`config.mk`:
```
export PLATFORM = sky130hd
export DESIGN_NAME = sobol_gen
export DESIGN_NICKNAME = d
export VERILOG_FILES = /design/src/rtl/sobol_gen.sv
export SDC_FILE = /design/constraint.sdc
export NUM_CORES = 1
export LEC_CHECK = 0
export ABC_AREA = 1
export BUFFER_PORTS_ARGS = -buffer_cell sky130_fd_sc_hd__clkbuf_2
export CAP_MARGIN = 10
export CORE_ASPECT_RATIO = 2
export CORE_UTILIZATION = 30
export CTS_BUF_LIST = sky130_fd_sc_hd__clkbuf_8
export DETAILED_ROUTE_END_ITERATION = 6
export GPL_ROUTABILITY_DRIVEN = 1
export PLACE_DENSITY_LB_ADDON = 0.2
export SETUP_SLACK_MARGIN = 0.3
export SYNTH_ARGS = -nofsm -noshare
export SYNTH_HDL_FRONTEND = slang
export SYNTH_SLANG_ARGS = --single-unit
export TNS_END_PERCENT = 10
```
`constraint.sdc`:
```
create_clock -name clk -period 1.7 [get_ports clk]
set_input_delay 0.255 -clock clk [delete_from_list [all_inputs] [get_ports clk]]
set_output_delay 0.255 -clock clk [all_outputs]
set_load 0.01 [all_outputs]
```
`src/rtl/sobol_gen.sv`:
```
// Sobol low-discrepancy sequence generator: x_{n+1} = x_n ^ dv[lsz(n)], period 2^WIDTH.
// Optional runtime-loadable direction vectors are enabled with `define SOBOL_DV_LOAD_EN.
module sobol_gen #(
  parameter int WIDTH    = 8,
  parameter int LOGWIDTH = 3
) (
  input  logic             clk,
  input  logic             rst,
  input  logic             en,
  input  logic             clr,
  output logic [WIDTH-1:0] out,
  output logic             wrap
`ifdef SOBOL_DV_LOAD_EN
  ,
  input  logic                dv_we,
  input  logic [LOGWIDTH-1:0] dv_addr,
  input  logic [WIDTH-1:0]    dv_data
`endif
);

  logic [WIDTH-1:0]    cnt_q, cnt_d;
  logic [WIDTH-1:0]    seq_q, seq_d;
  logic                wrap_q, wrap_d;
  logic [LOGWIDTH-1:0] idx;
  logic [WIDTH-1:0]    dv [WIDTH];

  function automatic logic [WIDTH-1:0] default_dv(input int k);
    logic [WIDTH-1:0] r;
    r = '0;
    r[WIDTH-1-k] = 1'b1;
    return r;
  endfunction

`ifdef SOBOL_DV_LOAD_EN
  // Writes land at the edge, so a same-cycle step still uses the old vector.
  always_ff @(posedge clk) begin
    if (rst) begin
      for (int k = 0; k < WIDTH; k++) dv[k] <= default_dv(k);
    end else if (dv_we) begin
      dv[dv_addr] <= dv_data;
    end
  end
`else
  always_comb begin
    for (int k = 0; k < WIDTH; k++) dv[k] = default_dv(k);
  end
`endif

  // Position of the least significant zero bit of the step counter.
  always_comb begin
    idx = '0;
    for (int i = WIDTH - 1; i >= 0; i--) begin
      if (!cnt_q[i]) idx = LOGWIDTH'(i);
    end
  end

  always_comb begin
    cnt_d  = cnt_q;
    seq_d  = seq_q;
    wrap_d = 1'b0;
    if (clr) begin
      cnt_d = '0;
      seq_d = '0;
    end else if (en) begin
      if (&cnt_q) begin
        cnt_d  = '0;
        seq_d  = '0;
        wrap_d = 1'b1;
      end else begin
        seq_d = seq_q ^ dv[idx];
        cnt_d = cnt_q + WIDTH'(1);
      end
    end
  end

  always_ff @(posedge clk) begin
    if (rst) begin
      cnt_q  <= '0;
      seq_q  <= '0;
      wrap_q <= 1'b0;
    end else begin
      cnt_q  <= cnt_d;
      seq_q  <= seq_d;
      wrap_q <= wrap_d;
    end
  end

  assign out  = seq_q;
  assign wrap = wrap_q;

endmodule

```
==> summary.md <==
| Metric | Value |
|---|---|
| Leak pwr | `0.0004477 uW` |
| Pins Over Slew Limit | `0` |
| Detail Route Antenna Nets | `0` |
| Die W | `39.44 um` |
| CP max FO | `5` |
| First-pass GRT wire length | `between 2000 and 3000 um` |
| Clock skew | `approximately 0.0039 ns` |
| Largest net degree at the start of global routing | `11` |
| Synth Register Bits | `17` |
| Inst Count DP | `about 160` |
| # clock sinks | `17` |
| Reg clk slew, reported paths | `0.06 ns` |
| Clk root buf | `clkbuf_8` |
| Tcrit/Tclk final | `79.48%` |
| DP Area | `around 940 um2` |
| Nets | `approximately 150` |
| Hold-fix buffers, CTS | `0` |
| Synth Flop Type | `dfxtp_1` |
| Final non-filler cell total | `170` |
| Final Critical Period | `approximately 1.4 ns` |
| Crit. End Element | `flip-flop` |
| Syn Area/Cell | `slightly below 7 um2` |
| Rel. slew slack | `between 80% and 90%` |
| Final wirelength | `between 1500 and 2000 um` |
| Initial Utilization | `about a third` |
| Async SR Flop Fraction | `0%` |
| Final TNS setup | `0 ns` |
| H-tree Lvls | `1` |
| Crit path top cell by count | `nor2_4` |
| GRT Util Overall | `~14%` |
| Placed wire-length estimate | `roughly 1300 um` |
| Maximum vdd ir drop | `0.4044 mV` |
| Drt first pass iters | `3` |
| TritonCTS clock tree | `yes` |
| Share of the synthesized area in the top cell type | `40.48%` |
| 1st-iter DRT viols | `20` |
| Max Fclk | `740.1 MHz` |
| Die area | `0.003031 mm2` |
| Worst Setup Path Type | `flip-flop to flip-flop` |
| Cells after Synth | `between 100 and 150` |
| Ranking of synthesized cells by area | `dfxtp_1 40%, nand2_1 12%, inv_1 8.5%` |
| Die H | `76.87 um` |
| Core box area | `approximately 0.0026 mm2` |
| Yosys warnings | `0` |
| Most common cell after layout, fill and taps aside | `nand2_1` |
| Vias per Instance | `~4.6` |
| # IOs | `13` |
| Post-Syn Nets | `around 130` |
| Distinct cells, synth | `22` |
| Clock tree buffer depth | `2` |
| Final Cell Area | `about 0.0011 mm2` |
| Layout cells sized above 1 | `33.10%` |
| Initial antenna violation count | `0` |
| Status | `finished clean` |
| Hold path cells | `4` |
| RSZ-0062 raised after global routing | `yes` |
| Clk Latency, worst-skew pair | `0.25 ns` |
| N_diodes | `0` |
| Seq/Total Area, Yosys | `just over 40%` |
| Grt ovf | `0` |
| Leading area contributor after synthesis | `dfxtp_1` |
| Commonest non-fill, non-tap cells in the layout | `23 x nand2_1, 20 x inv_1, 12 x dfxtp_1, 12 x clkbuf_2, 11 x nor2_1` |
| Post-Syn Area | `around 840 um2` |
| Fin. Hold Viols | `0` |
| Worst Reg2Reg Path Length in Cells | `8` |
| Power Density | `around 700 mW/mm2` |
| Worst setup SP type | `flip-flop` |
| WL/cell | `between 10 and 15 um` |
| Slew @ Worst Pin | `0.2286 ns` |
| Crit-path cells | `buf_4 > nand2_4 > nor2_4 > nand2_2 > nor2_4 > nand3_2 > o21ai_2 > a21oi_1` |
| CP required | `1.84 ns` |
| Residual DRC count | `0` |
| Max_cap viols | `0` |
| Hold crit path type | `primary input to flip-flop` |
| Crit-path slowest cell | `dfxtp_2` |
| WP data arrival | `roughly 1.5 ns` |
| Via count | `about 780` |
| # rows | `26` |
| EDFF count, synth | `0` |
| Clock buffer count from CTS | `3` |
| # setup viols final | `0` |
| Layout Area Growth over Synthesis | `27.08%` |
| Port bufs | `12` |
| GP Congestion | `0.7581` |
| Number of global-route vias before repair | `~680` |
| Max incr delay on CP | `0.33 ns` |
==> cells by family (layout without fill, tap and decap cells) <==
logic type	Yosys count	in the layout	synth area share (%)
and+or+nand+nor	60	60	34.07
buffers and inverters	23	44	10.27
xor gates and xnor gates	2	2	2.084
AOI/OAI and AO/OA	18	18	11.61
DFF	17	17	40.48
adders and majority gates	1	1	1.488
==> registers in the layout, indices dropped and copies added (netlist names) <==
signal / count
cnt_q: 8
wrap: 1
out: 8
==> cells in the mapped netlist (2+ instances only) <==
| master | instances |
|---|---|
| nand2_1 | 26 |
| inv_1 | 19 |
| dfxtp_1 | 17 |
| nor2_1 | 12 |
| a21oi_1 | 9 |
| nand2_2 | 7 |
| nand3_1 | 5 |
| nand4_1 | 4 |
| o21ai_0 | 4 |
| inv_2 | 3 |
| nor2_2 | 2 |
| nor2_4 | 2 |
| o21ai_1 | 2 |
==> worst paths after layout <==
check           start       end  slack, ns
max reg2reg  cnt_q[1]    out[1]       0.35
min               rst  cnt_q[2]       0.29
max          cnt_q[1]    out[1]       0.35
min reg2reg  cnt_q[7]  cnt_q[7]       0.44
==> through the flow <==
stage / util [%] / power, uW / hold WS [ns] / setup WS (ns)
3_5_place_dp: 36.25 / 455.3 / 0.4555 / 0.2414
4_1_cts: 38.70 / 751.4 / 0.2953 / 0.3011
6_report: 41.06 / 749.3 / 0.2916 / 0.3488
5_1_grt: 41.06 / 784.9 / 0.3221 / 0.2456
2_1_floorplan: - / 440.0 / 0.3955 / 0.3324
3_3_place_gp: 36.25 / 454.7 / 0.4524 / 0.2864
==> cell type report <==
type | count | area, um2
clock buffer | 3 | 41.29
clock inverter | 1 | 3.754
sequential | 17 | 346.6
tap | 28 | 35.03
multi-input combinational | 81 | 451.7
timing repair buffer | 17 | 101.3
fill | 292 | 1534
inverter | 23 | 88.84
==> report_power, final <==
group          switching [uW]  internal [uW]
Clock                     135            160
Combinational            30.3           19.6
Sequential               2.21            402
Total                     167            582
==> routing by layer <==
layer  GRT usage (%)  share of wire, %  up-vias
li1                -                 -      421
met1           14.16                37      344
met2           22.46                57       11
met3           1.734               2.1        5
met4           10.34               3.5        0
met5               0                 0        -
==> worst max-delay path, delay by kind of cell (launching register included) <==
| kind | cells | cell delay, ns |
|---|---|---|
| DFF | 1 | 0.33 |
| and+or+nand+nor | 5 | 0.58 |
| buffers and inverters | 1 | 0.13 |
| AOI/OAI and AO/OA | 2 | 0.20 |
==> what timing repair did <==
item                                    4_1_cts  5_1_grt
endpoints found under the setup margin       10       10
pin swaps                                     1        7
setup buffers                                 2        2
gates resized for setup                       2       16
(Power assumes the default switching activity.)
